**src/rtl/a2d_scan_if.sv**
```systemverilog
// Bus between the A2D scan sequencer, its requester and the downstream SPI master.
// The master modport is the sequencer's own view; slave is the surrounding system.
interface a2d_scan_if;
    logic        strt;
    logic [7:0]  chnl_mask;
    logic        wrt;
    logic [15:0] cmd;
    logic        done;
    logic [15:0] rd_data;
    logic        busy;
    logic        res_wr;
    logic [2:0]  res_chnl;
    logic [11:0] res;
    logic        scan_done;
    logic        err;

    modport master (
        input  strt, chnl_mask, done, rd_data,
        output wrt, cmd, busy, res_wr, res_chnl, res, scan_done, err
    );

    modport slave (
        output strt, chnl_mask, done, rd_data,
        input  wrt, cmd, busy, res_wr, res_chnl, res, scan_done, err
    );
endinterface

```
**src/rtl/a2d_scan.sv**
```systemverilog
// Scans the enabled A2D channels in ascending order, issuing two SPI transactions per
// channel (the first primes the converter, the second returns its result).
module a2d_scan #(
    parameter int unsigned TMO_CYC = 2047
) (
    input  logic       clk,
    input  logic       rst,
    a2d_scan_if.master bus
);

    typedef enum logic [2:0] {
        IDLE, SEL, CMD1, WAIT1, CMD2, WAIT2, STORE, FIN
    } state_t;

    localparam logic [11:0] TMO_LAST = 12'(TMO_CYC - 1);

    state_t      state_q, state_d;
    logic [7:0]  pend_q, pend_d;
    logic [3:0]  idx_q, idx_d;
    logic [2:0]  chnl_q, chnl_d;
    logic [11:0] tmo_q, tmo_d;
    logic [11:0] res_q, res_d;
    logic [2:0]  res_chnl_q, res_chnl_d;
    logic [15:0] cmd_q, cmd_d;
    logic        wrt_q, wrt_d;
    logic        busy_q, busy_d;
    logic        res_wr_q, res_wr_d;
    logic        scan_done_q, scan_done_d;
    logic        err_q, err_d;

    logic        sel_found;
    logic [2:0]  sel_chnl;
    logic        rd_unused;

    // The converter only returns 12 significant bits.
    assign rd_unused = ^bus.rd_data[15:12];

    // Lowest pending channel at or above idx; scanning downward leaves the lowest hit.
    always_comb begin
        sel_found = 1'b0;
        sel_chnl  = 3'd0;
        for (int i = 7; i >= 0; i--) begin
            if (pend_q[i] && (4'(i) >= idx_q)) begin
                sel_found = 1'b1;
                sel_chnl  = 3'(i);
            end
        end
    end

    // Strobes are registered from the next state so each one lines up with its state.
    always_comb begin
        // NOTE: every _d gets a default first so no path through the case infers a latch.
        state_d     = state_q;
        pend_d      = pend_q;
        idx_d       = idx_q;
        chnl_d      = chnl_q;
        tmo_d       = tmo_q;
        res_d       = res_q;
        res_chnl_d  = res_chnl_q;
        cmd_d       = cmd_q;
        wrt_d       = 1'b0;
        res_wr_d    = 1'b0;
        scan_done_d = 1'b0;
        err_d       = 1'b0;

        unique case (state_q)
            IDLE: begin
                if (bus.strt) begin
                    pend_d  = bus.chnl_mask;
                    idx_d   = 4'd0;
                    state_d = SEL;
                end
            end
            SEL: begin
                if (sel_found) begin
                    chnl_d           = sel_chnl;
                    pend_d[sel_chnl] = 1'b0;
                    cmd_d            = {2'b00, sel_chnl, 11'h000};
                    wrt_d            = 1'b1;
                    state_d          = CMD1;
                end else begin
                    scan_done_d = 1'b1;
                    state_d     = FIN;
                end
            end
            CMD1: begin
                tmo_d   = 12'd0;
                state_d = WAIT1;
            end
            WAIT1: begin
                if (bus.done) begin
                    wrt_d   = 1'b1;
                    state_d = CMD2;
                end else if (tmo_q == TMO_LAST) begin
                    err_d   = 1'b1;
                    pend_d  = 8'h00;
                    state_d = IDLE;
                end else begin
                    tmo_d = tmo_q + 12'd1;
                end
            end
            CMD2: begin
                tmo_d   = 12'd0;
                state_d = WAIT2;
            end
            WAIT2: begin
                if (bus.done) begin
                    res_d      = bus.rd_data[11:0];
                    res_chnl_d = chnl_q;
                    res_wr_d   = 1'b1;
                    state_d    = STORE;
                end else if (tmo_q == TMO_LAST) begin
                    err_d   = 1'b1;
                    pend_d  = 8'h00;
                    state_d = IDLE;
                end else begin
                    tmo_d = tmo_q + 12'd1;
                end
            end
            STORE: begin
                idx_d   = {1'b0, chnl_q} + 4'd1;
                state_d = SEL;
            end
            FIN: begin
                state_d = IDLE;
            end
            default: state_d = IDLE;
        endcase

        busy_d = (state_d != IDLE);
    end

    always_ff @(posedge clk) begin
        // NOTE: sequential state uses <= only, so every flop samples pre-edge values.
        if (rst) begin
            state_q     <= IDLE;
            pend_q      <= 8'h00;
            idx_q       <= 4'd0;
            chnl_q      <= 3'd0;
            tmo_q       <= 12'd0;
            res_q       <= 12'd0;
            res_chnl_q  <= 3'd0;
            cmd_q       <= 16'h0000;
            wrt_q       <= 1'b0;
            busy_q      <= 1'b0;
            res_wr_q    <= 1'b0;
            scan_done_q <= 1'b0;
            err_q       <= 1'b0;
        end else begin
            state_q     <= state_d;
            pend_q      <= pend_d;
            idx_q       <= idx_d;
            chnl_q      <= chnl_d;
            tmo_q       <= tmo_d;
            res_q       <= res_d;
            res_chnl_q  <= res_chnl_d;
            cmd_q       <= cmd_d;
            wrt_q       <= wrt_d;
            busy_q      <= busy_d;
            res_wr_q    <= res_wr_d;
            scan_done_q <= scan_done_d;
            err_q       <= err_d;
        end
    end

    assign bus.wrt       = wrt_q;
    assign bus.cmd       = cmd_q;
    assign bus.busy      = busy_q;
    assign bus.res_wr    = res_wr_q;
    assign bus.res_chnl  = res_chnl_q;
    assign bus.res       = res_q;
    assign bus.scan_done = scan_done_q;
    assign bus.err       = err_q;

endmodule

```
**src/flat_wrapper.sv**
```systemverilog
// flat-port wrapper written by rule: the top's interface ports become plain ports
module a2d_scan_flat 
#(
    parameter int unsigned TMO_CYC = 2047
)
  (clk, rst, bus_strt, bus_chnl_mask, bus_done, bus_rd_data, bus_wrt, bus_cmd, bus_busy, bus_res_wr, bus_res_chnl, bus_res, bus_scan_done, bus_err);
  a2d_scan_if bus_i ();
  input  logic clk;
  input  logic rst;
  input wire logic [$bits(bus_i.strt)-1:0] bus_strt;
  input wire logic [$bits(bus_i.chnl_mask)-1:0] bus_chnl_mask;
  input wire logic [$bits(bus_i.done)-1:0] bus_done;
  input wire logic [$bits(bus_i.rd_data)-1:0] bus_rd_data;
  output wire logic [$bits(bus_i.wrt)-1:0] bus_wrt;
  output wire logic [$bits(bus_i.cmd)-1:0] bus_cmd;
  output wire logic [$bits(bus_i.busy)-1:0] bus_busy;
  output wire logic [$bits(bus_i.res_wr)-1:0] bus_res_wr;
  output wire logic [$bits(bus_i.res_chnl)-1:0] bus_res_chnl;
  output wire logic [$bits(bus_i.res)-1:0] bus_res;
  output wire logic [$bits(bus_i.scan_done)-1:0] bus_scan_done;
  output wire logic [$bits(bus_i.err)-1:0] bus_err;
  assign bus_i.strt = bus_strt;
  assign bus_i.chnl_mask = bus_chnl_mask;
  assign bus_i.done = bus_done;
  assign bus_i.rd_data = bus_rd_data;
  assign bus_wrt = bus_i.wrt;
  assign bus_cmd = bus_i.cmd;
  assign bus_busy = bus_i.busy;
  assign bus_res_wr = bus_i.res_wr;
  assign bus_res_chnl = bus_i.res_chnl;
  assign bus_res = bus_i.res;
  assign bus_scan_done = bus_i.scan_done;
  assign bus_err = bus_i.err;
  a2d_scan #(.TMO_CYC(TMO_CYC)) u_core (.clk(clk), .rst(rst), .bus(bus_i));
endmodule
```
**config.mk**
```make
export PLATFORM = sky130hd
export DESIGN_NAME = a2d_scan_flat
export DESIGN_NICKNAME = d
export VERILOG_FILES = /design/src/rtl/a2d_scan_if.sv /design/src/rtl/a2d_scan.sv /design/src/flat_wrapper.sv
export SDC_FILE = /design/constraint.sdc
export NUM_CORES = 1
export LEC_CHECK = 0
export CAP_MARGIN = 20
export CORE_MARGIN = 1
export CORE_UTILIZATION = 40
export CTS_BUF_LIST = sky130_fd_sc_hd__clkbuf_8
export CTS_CLUSTER_DIAMETER = 60
export DETAILED_ROUTE_END_ITERATION = 10
export GPL_ROUTABILITY_DRIVEN = 0
export GPL_TIMING_DRIVEN = 0
export PLACE_DENSITY = 0.76
export SETUP_SLACK_MARGIN = 0.02
export SLEW_MARGIN = 20
export SYNTH_ARGS = -nofsm -noshare
export SYNTH_HDL_FRONTEND = slang
export SYNTH_SLANG_ARGS = --single-unit
```
**constraint.sdc**
```tcl
create_clock -name clk -period 5.6 [get_ports clk]
set_input_delay 0.56 -clock clk [delete_from_list [all_inputs] [get_ports clk]]
set_output_delay 0.56 -clock clk [all_outputs]
set_load 0.02 [all_outputs]
```
==> flow_summary.yaml, run 1 <==
power_and_ir_drop:
  p_sw_share_pct: 36.3
  seqPwrFrac_pct: 38.3
  ir_drop_mv: 0.185
  comb_power_share_pct: 37.8
  p_leak_nw: 1.17
  p_int_mw: 0.696
  p_clk_share_pct: 23.9
  power_density_nw_per_um2: 337
  power_switching_mw: 0.397
worst_setup_path:
  worstRegToRegCells: 7
  worstPathMaxFanout: 9
  crit_type: "flip-flop to flip-flop"
  required_ns: 5.86
  startpoint_type: "flip-flop"
  worstSetupEndpointType: "flip-flop"
  timing.rr.end: "u_core.pend_q[2]"
  cp.arrival_ns: 2.32
  r2r_slack_ns: 3.53
  r2r-start: "u_core.state_q[1]"
worst_hold_path:
  min_to: "u_core.bus.res[4]"
  min_path_cells: 2
  holdCritPathClass: "flip-flop to flip-flop"
  hp-start: "u_core.bus.res[4]"
logic_synthesis:
  synth.largest_area_cell: "dfxtp_1"
  synth_top_area_share_pct: 39.4
  synth_commonest_cells: "dfxtp_1, nand2_1, nor2_1, a21oi_1, buf_4"
  synth-seq-cells: 50
  yosysWarnings: 0
  yosysMostFrequentCell: "dfxtp_1"
  async_flop_share_pct: 0
  synth_edf_count: 0
  synth_area_um2: 2540
  seq_area_frac_synth_pct: 39.4
  synth_ff_type: "dfxtp_1"
  synth.distinct_cells: 64
  avgSynthCellArea_um2: 8.38
  synthTopCellsByArea: "dfxtp_1, nand2_1, a21oi_1"
  synthesis.instances: 303
floorplan:
  die_h_um: 81.7
  io_pins: 64
  core_um2: 6030
  die_w_um: 81.7
  die-area_um2: 6670
  initial_core_util_pct: 42.2
  fp-row-count: 28
clock_network:
  holdBufCountCts: 0
  cts-buffers-inserted: 5
  post-cts-setup-buffers: 0
  cts_buffer_depth: 2
  clkSinkCount: 50
  cts-resized-gates: 0
  cts_tree: "built"
  clk_pin_slew_ns: 0.10
  htreeDepth: 2
  cts_root_buf: "clkbuf_8"
  worstSkewPairLatency_ns: 0.30
cells_and_area:
  syn2layout_area_growth_pct: 27.8
  stdcell_count: 443
  finalNetCount: 398
  drive_gt1_share_pct: 12.0
  diodes: 0
route:
  via_per_inst: 5.21
  antenna_left: 0
  dr.first_iter.drc_count: 118
  drc: 0
  routed_wl_um: 5670
  wire_per_inst_um: 12.8
  drtPass1Iterations: 5
  vias: 2309
sta:
  relSlewSlack_pct: 41.5
  clock_skew_ns: 0.00794
  period_needed_ns: 2.07
  period_share_pct: 36.9
  finalSetupViolations: 0
  slew_violations: 0
  tightestPinTransition_ns: 0.871
  timing.fmax_ghz: 0.483
  rsz0062_at_grt: "false"
  finalSetupTns_ns: 0
  hold_viol: 0
global_routing:
  grt_pass1_wl_um: 9330
  grt_antenna_before_repair: 0
  overflow: 0
  grt_pass1_vias: 2071
  grt_max_degree: 18
  grt.total_usage_pct: 18.0
status:
  status: "complete, no violations"
job:
  max-cap-violations: 0
placed_design:
  io_buffers: 45
  dp_hpwl_um: 4200
  dpl.cell_count: 435
[registers in the layout, summed over array words and instances (netlist names)]
signal and cells:
u_core.bus.res 12, u_core.tmo_q 12, u_core.chnl_q 3, u_core.bus.res_chnl 3, u_core.bus.wrt 1, u_core.bus.err 1, u_core.bus.scan_done 1, u_core.bus.res_wr 1
u_core.bus.busy 1, u_core.idx_q 4, u_core.pend_q 8, u_core.state_q 3
[worst max-delay path by stage]
stage / from / end / slack, ns / depth (start not counted)
final: u_core.state_q[1] / u_core.pend_q[2] / 3.53 / 7
after global routing: u_core.tmo_q[2] / u_core.bus.busy / 3.40 / 5
after CTS: u_core.pend_q[7] / u_core.pend_q[2] / 3.55 / 7
after detailed placement: rst / u_core.bus.res[6] / 3.30 / 5
after global placement: rst / u_core.bus.res[9] / 3.33 / 5
after floorplan: bus_done / u_core.pend_q[5] / 3.63 / 7
[stage by stage]
stage / hold slack, ns / setup slack, ns / power [mW] / cell area, um2 / utilization (%)
final: 0.459 / 3.53 / 1.09 / 3250 / 53.9
after global routing: 0.478 / 3.40 / 1.16 / 3250 / 53.9
after CTS: 0.461 / 3.55 / 1.10 / 3250 / 53.9
after detailed placement: 0.447 / 3.30 / 0.832 / 3130 / 51.9
after global placement: 0.442 / 3.33 / 0.828 / 3130 / 51.9
after floorplan: 0.457 / 3.63 / 0.725 / 2580 / -
[power groups by stage]
stage	clock (mW)	sequential [mW]	combinational (mW)
6_report	0.262	0.419	0.413
3_5_place_dp	0	0.426	0.406
5_1_grt	0.284	0.423	0.450
4_1_cts	0.270	0.418	0.410
3_3_place_gp	0	0.425	0.403
2_1_floorplan	0	0.436	0.290
[logic make-up after synthesis]
kind of cell	synth area share, %
simple gates	24.3
mux	0.394
other cells	0.148
compound gates	21.7
fa+ha+maj	1.87
flops	39.4
buf+inv	8.42
xor+xnor	3.74
[cell type report]
| class | instances | area [um2] |
|---|---|---|
| Multi-Input combinational cell | 231 | 1370 |
| Fill cell | 559 | 2780 |
| Clock buffer | 5 | 68.8 |
| Buffer | 27 | 188 |
| Clock inverter | 3 | 48.8 |
| Inverter | 7 | 26.3 |
| Tap cell | 75 | 93.8 |
| Sequential cell | 50 | 1000 |
| Timing Repair Buffer | 45 | 450 |
[per-layer routing]
metal / GRT usage (%) / vias to the layer above / wire [um]
met3: 4.00 / 6 / 343
li1: - / 1160 / -
met1: 22.1 / 1064 / 2590
met4: 3.86 / 0 / 43
met5: 0 / - / 0
met2: 32.2 / 79 / 2690
[critical path: stages, from the launching register on]
cell     delay (ns)
dfxtp_1        0.31
buf_2          0.21
xor2_2         0.30
nand2_1        0.19
o21ai_0        0.46
a31oi_4        0.07
nor2_1         0.29
a221o_1        0.20
[cells in the final DEF, fill, tap and decap left out, types with 7 or more instances in the layout]
cell / synthesis / layout
dfxtp_1: 50 / 50
nand2_1: 45 / 45
clkdlybuf4s50_1: 0 / 45
nor2_1: 35 / 35
a21oi_1: 33 / 33
buf_4: 14 / 14
conb_1: 1 / 13
nor3_1: 11 / 11
inv_1: 7 / 7
a221o_1: 7 / 7
xnor2_1: 7 / 7
Power figures use the tool's default switching activity.
==> run 2, diff against run 1 <==
--- a/config.mk
+++ b/config.mk
@@ -13,7 +13,7 @@
 export DETAILED_ROUTE_END_ITERATION = 10
 export GPL_ROUTABILITY_DRIVEN = 0
 export GPL_TIMING_DRIVEN = 0
-export PLACE_DENSITY = 0.76
+export PLACE_DENSITY = 0.79
 export SETUP_SLACK_MARGIN = 0.02
 export SLEW_MARGIN = 20
 export SYNTH_ARGS = -nofsm -noshare
==> constraint.sdc (replaced) <==
create_clock -name clk -period 1.8 [get_ports clk]
set_input_delay 0.18 -clock clk [delete_from_list [all_inputs] [get_ports clk]]
set_output_delay 0.18 -clock clk [all_outputs]
set_load 0.02 [all_outputs]
==> run 2 against run 1 <==
Compared with the run above: the run now ends with negative setup slack left; sequential power grew to 3.1 times the previous value; fmax up 5.4%; sequential share of layout area down 2.7 points; wire length up 27%; clock power grew to 2.7 times the previous value; total power rose to 3.6 times the previous value; die area unchanged; count of clock-buffer cells in the layout stayed put; worst hold slack got worse by 0.11 ns.
==> flow_summary.yaml, run 2 (same netlist as run 1, synthesis figures left out) <==
route:
  dr.first_iter.drc_count: 250
  drtPass1Iterations: 5
  routed_wl_um: 7220
  vias: 2585
  antenna_left: 0
  drc: 0
  via_per_inst: 5.50
  wire_per_inst_um: 15.4
status:
  failed_checks: "negative setup slack"
  status: "finished with violations"
clock_network:
  holdBufCountCts: 0
  htreeDepth: 2
  worstSkewPairLatency_ns: 0.32
  cts_root_buf: "clkbuf_8"
  cts_buffer_depth: 2
  cts-buffers-inserted: 5
  clk_pin_slew_ns: 0.11
  cts_tree: "built"
  clkSinkCount: 50
placed_design:
  dp_hpwl_um: 4120
  pre_cts_slack_ns: -0.176
  io_buffers: 45
  post_dp_cell_area_um2: 3130
  dpl.cell_count: 435
sta:
  clock_skew_ns: 0.0191
  finalSetupViolations: 10
  tightestPinTransition_ns: 0.601
  setup_ws_ns: -0.164
  period_needed_ns: 1.96
  timing.fmax_ghz: 0.509
  finalSetupTns_ns: -0.746
  relSlewSlack_pct: 59.6
  hold_viol: 0
  period_share_pct: 109
  slew_violations: 0
  holdWs_ns: 0.347
  rsz0062_at_grt: "true"
worst_setup_path:
  required_ns: 2.01
  r2r-start: "u_core.idx_q[2]"
  worstRegToRegCells: 7
  cp.arrival_ns: 2.18
  startpoint_type: "flip-flop"
  crit_type: "flip-flop to flip-flop"
  worstPathMaxFanout: 6
  critPathLaunch: "u_core.idx_q[2]"
  r2r_slack_ns: -0.16
  endpoint: "u_core.pend_q[4]"
  timing.rr.end: "u_core.pend_q[4]"
  worstSetupEndpointType: "flip-flop"
cells_and_area:
  diodes: 0
  drive_gt1_share_pct: 30.1
  finalInstanceArea_um2: 3690
  syn2layout_area_growth_pct: 45.4
  layout_common_cells: "clkdlybuf4s50_1, nand2_1, buf_4, dfxtp_1, a21oi_1"
  stdcell_count: 470
  finalNetCount: 425
  final_common_cell: "clkdlybuf4s50_1"
  final_util_pct: 61.3
global_routing:
  grt_pass1_vias: 2253
  overflow: 0
  grt_antenna_before_repair: 0
  grt_pass1_wl_um: 9980
  grt_max_degree: 19
  grt.total_usage_pct: 19.5
floorplan:
  fp-row-count: 28
  core_um2: 6030
  die_w_um: 81.7
  initial_core_util_pct: 42.2
  io_pins: 64
  die_h_um: 81.7
  die-area_um2: 6670
power_and_ir_drop:
  power_density_nw_per_um2: 1060
  p_total_mw: 3.91
  p_leak_nw: 1.35
  ir_drop_mv: 0.503
worst_hold_path:
  hp-start: "bus_done"
  holdCritPathClass: "primary input to flip-flop"
job:
  max-cap-violations: 0
[run 2: metal layers]
| layer | up-vias | GRT usage, % | share of wire, % |
|---|---|---|---|
| met5 | - | 0 | 0 |
| met4 | 0 | 8.42 | 2.6 |
| met3 | 29 | 4.22 | 7.8 |
| met2 | 133 | 33.0 | 49 |
| met1 | 1200 | 23.6 | 41 |
| li1 | 1223 | - | - |
[run 2: worst min path at each step]
stage	slack, ns	endpoint	cells past startpoint
finish	0.35	u_core.bus.err	2
global route	0.35	u_core.bus.err	2
CTS	0.28	u_core.bus.err	2
detailed placement	0.45	u_core.bus.res[4]	2
global placement	0.44	u_core.bus.res[11]	2
floorplan	0.32	u_core.bus.res[0]	2
[run 2: layout make-up]
type | count | area (um2)
tap | 75 | 93.8
clock buffer | 5 | 68.8
multi-input combinational | 231 | 1570
sequential | 50 | 1040
timing repair buffer | 75 | 698
inverter | 7 | 26.3
buffer | 24 | 169
clock inverter | 3 | 28.8
fill | 484 | 2330
[run 2: power by group]
group,switching (mW),internal [mW]
clock,0.410,0.288
combinational,1.04,0.867
sequential,0.0943,1.21
[run 2: worst max-delay path, cell delays in order (launching register included)]
cell	delay, ns
dfxtp_4	0.41
buf_6	0.12
nand2_2	0.05
a221o_1	0.37
a31oi_4	0.27
nor2_4	0.08
o311a_1	0.31
a221o_1	0.25
[run 2: what timing repair did]
| item | in CTS | in global routing |
|---|---|---|
| pin swaps | 11 | 26 |
| endpoints found under the setup margin | 29 | 29 |
| setup buffers | 19 | 11 |
| resized for setup | 32 | 49 |
| gates cloned | 0 | 0 |
==> run 3, diff against run 2 <==
--- a/config.mk
+++ b/config.mk
@@ -12,7 +12,7 @@
 export CTS_CLUSTER_DIAMETER = 60
 export DETAILED_ROUTE_END_ITERATION = 10
 export GPL_ROUTABILITY_DRIVEN = 0
-export GPL_TIMING_DRIVEN = 0
+export GPL_TIMING_DRIVEN = 1
 export PLACE_DENSITY = 0.79
 export SETUP_SLACK_MARGIN = 0.02
 export SLEW_MARGIN = 20
==> run 3 against run 2 <==
Compared with the run above: the flow still finishes with violations (negative setup slack); worst hold slack improved by 0.067 ns; flip-flop and latch count unchanged; setup slack better by 0.11 ns; highest routed layer unchanged; critical path depth grew 1; combinational power fell by 21%.
==> flow_summary.yaml, run 3 (same netlist as run 1, synthesis figures left out) <==
sta:
  slew_violations: 0
  rsz0062_at_grt: "true"
  timing.fmax_ghz: 0.540
  hold_viol: 0
  setup_ws_ns: -0.0532
  finalSetupViolations: 9
  period_needed_ns: 1.85
  period_share_pct: 103
  holdWs_ns: 0.414
  clock_skew_ns: 0.00998
placed_design:
  io_buffers: 46
  post_dp_cell_area_um2: 3280
  dp_hpwl_um: 4560
cells_and_area:
  finalNetCount: 419
  final_util_pct: 58.9
  diodes: 0
  syn2layout_area_growth_pct: 39.9
  drive_gt1_share_pct: 25.4
  nFillCells: 514
  finalInstanceArea_um2: 3550
  layout_common_cells: "clkdlybuf4s50_1, buf_4, nand2_1, dfxtp_1, nor2_1"
worst_setup_path:
  required_ns: 1.99
  crit_type: "flip-flop to flip-flop"
  crit_chain: "inv_2, ha_4, nand3b_1, buf_4, o31a_1, a21oi_1, a211oi_1, or3_1"
  worstSetupEndpointType: "flip-flop"
  cp_top_family: "compound AO/OA/AOI/OAI gates"
  path_buf_inv: 2
  max_stage_delay_ns: 0.35
  cp_slowest_cell: "or3_1"
  cp.arrival_ns: 2.05
  startpoint_type: "flip-flop"
  worstPathMaxFanout: 4
route:
  drc: 0
  drtPass1Iterations: 4
  via_per_inst: 5.28
  antenna_left: 0
  wire_per_inst_um: 13.5
  vias: 2450
  dr.first_iter.drc_count: 141
  routed_wl_um: 6260
floorplan:
  die-area_um2: 6670
  die_h_um: 81.7
  io_pins: 64
  initial_core_util_pct: 42.2
  die_w_um: 81.7
  fp-row-count: 28
  core_um2: 6030
clock_network:
  htreeDepth: 2
  cts_root_buf: "clkbuf_8"
  clkSinkCount: 50
  cts_tree: "built"
  cts-buffers-inserted: 5
  holdBufCountCts: 0
  clk_pin_slew_ns: 0.10
  cts_buffer_depth: 2
  worstSkewPairLatency_ns: 0.31
global_routing:
  overflow: 0
  grt.total_usage_pct: 19.7
  grt_pass1_wl_um: 10100
  grt_max_degree: 30
  grt_pass1_vias: 2311
  grt_antenna_before_repair: 0
status:
  failed_checks: "negative setup slack"
  status: "finished with violations"
power_and_ir_drop:
  ir_drop_mv: 0.568
  p_leak_nw: 1.32
  power_density_nw_per_um2: 1040
worst_hold_path:
  holdCritPathClass: "primary input to flip-flop"
job:
  max-cap-violations: 0
run 3: cell types whose count changed in the layout (fill, tap and decap cells not counted), sizes merged:
cell and change:
clkinvlp +1, clkinv -2, clkdlybuf4s50 +1, bufinv +1, clkbuf -6, buf -1
run 3: area by class of cell:
type / instances / area (um2) / area share [%]
clock buffers: 5 / 68.8 / 1.94
clock inverters: 3 / 48.8 / 1.37
inverters: 7 / 26.3 / 0.740
multi-input cells: 231 / 1480 / 41.8
flip-flops and latches: 50 / 1010 / 28.5
well taps: 75 / 93.8 / 2.64
repair buffers: 93 / 817 / 23.0
run 3: timing repair:
item / 4_1_cts / 5_1_grt
setup endpoints to repair: 16 / 23
pin swaps: 1 / 7
resized for setup: 14 / 22
buffers inserted: 1 / 2
run 3: worst min-delay path: cells and delay by family:
family | cells | cell delay [ns]
buf+inv | 1 | 0.40
simple gates | 1 | 0.06
compound gates | 1 | 0.05
run 3: final timing paths:
kind         slack, ns               from                end  depth (start not counted)
min reg2reg       0.46  u_core.bus.res[8]  u_core.bus.res[8]                          2
max              -0.05    u_core.tmo_q[0]    u_core.bus.busy                          8
max reg2reg      -0.05    u_core.tmo_q[0]    u_core.bus.busy                          8
min               0.41     bus_rd_data[5]  u_core.bus.res[5]                          3
run 3: where the power goes:
group | leakage (nW) | internal, mW | switching [mW]
combinational | 0.851 | 0.708 | 0.805
clock | 0.0563 | 0.424 | 0.406
sequential | 0.409 | 1.21 | 0.129
total | 1.32 | 2.34 | 1.34
run 3: metrics by stage:
| stage | worst slack (ns) | total power, mW | std cells | TNS [ns] |
|---|---|---|---|---|
| floorplan | -0.0262 | 2.26 | 315 | -0.138 |
| CTS | -0.0464 | 3.65 | 462 | -0.196 |
| global route | -0.162 | 3.88 | 464 | -2.30 |
| finish | -0.0532 | 3.68 | 464 | -0.219 |
| global placement | -0.172 | 2.74 | 453 | -1.02 |
| detailed placement | -0.213 | 2.78 | 453 | -1.36 |
run 3: routing by layer:
| metal | vias to the layer above | track usage (%) | wire (um) |
|---|---|---|---|
| met2 | 72 | 34.8 | 3110 |
| li1 | 1208 | - | - |
| met4 | 0 | 7.37 | 87 |
| met3 | 9 | 4.78 | 342 |
| met5 | - | 0 | 0 |
| met1 | 1161 | 22.9 | 2720 |
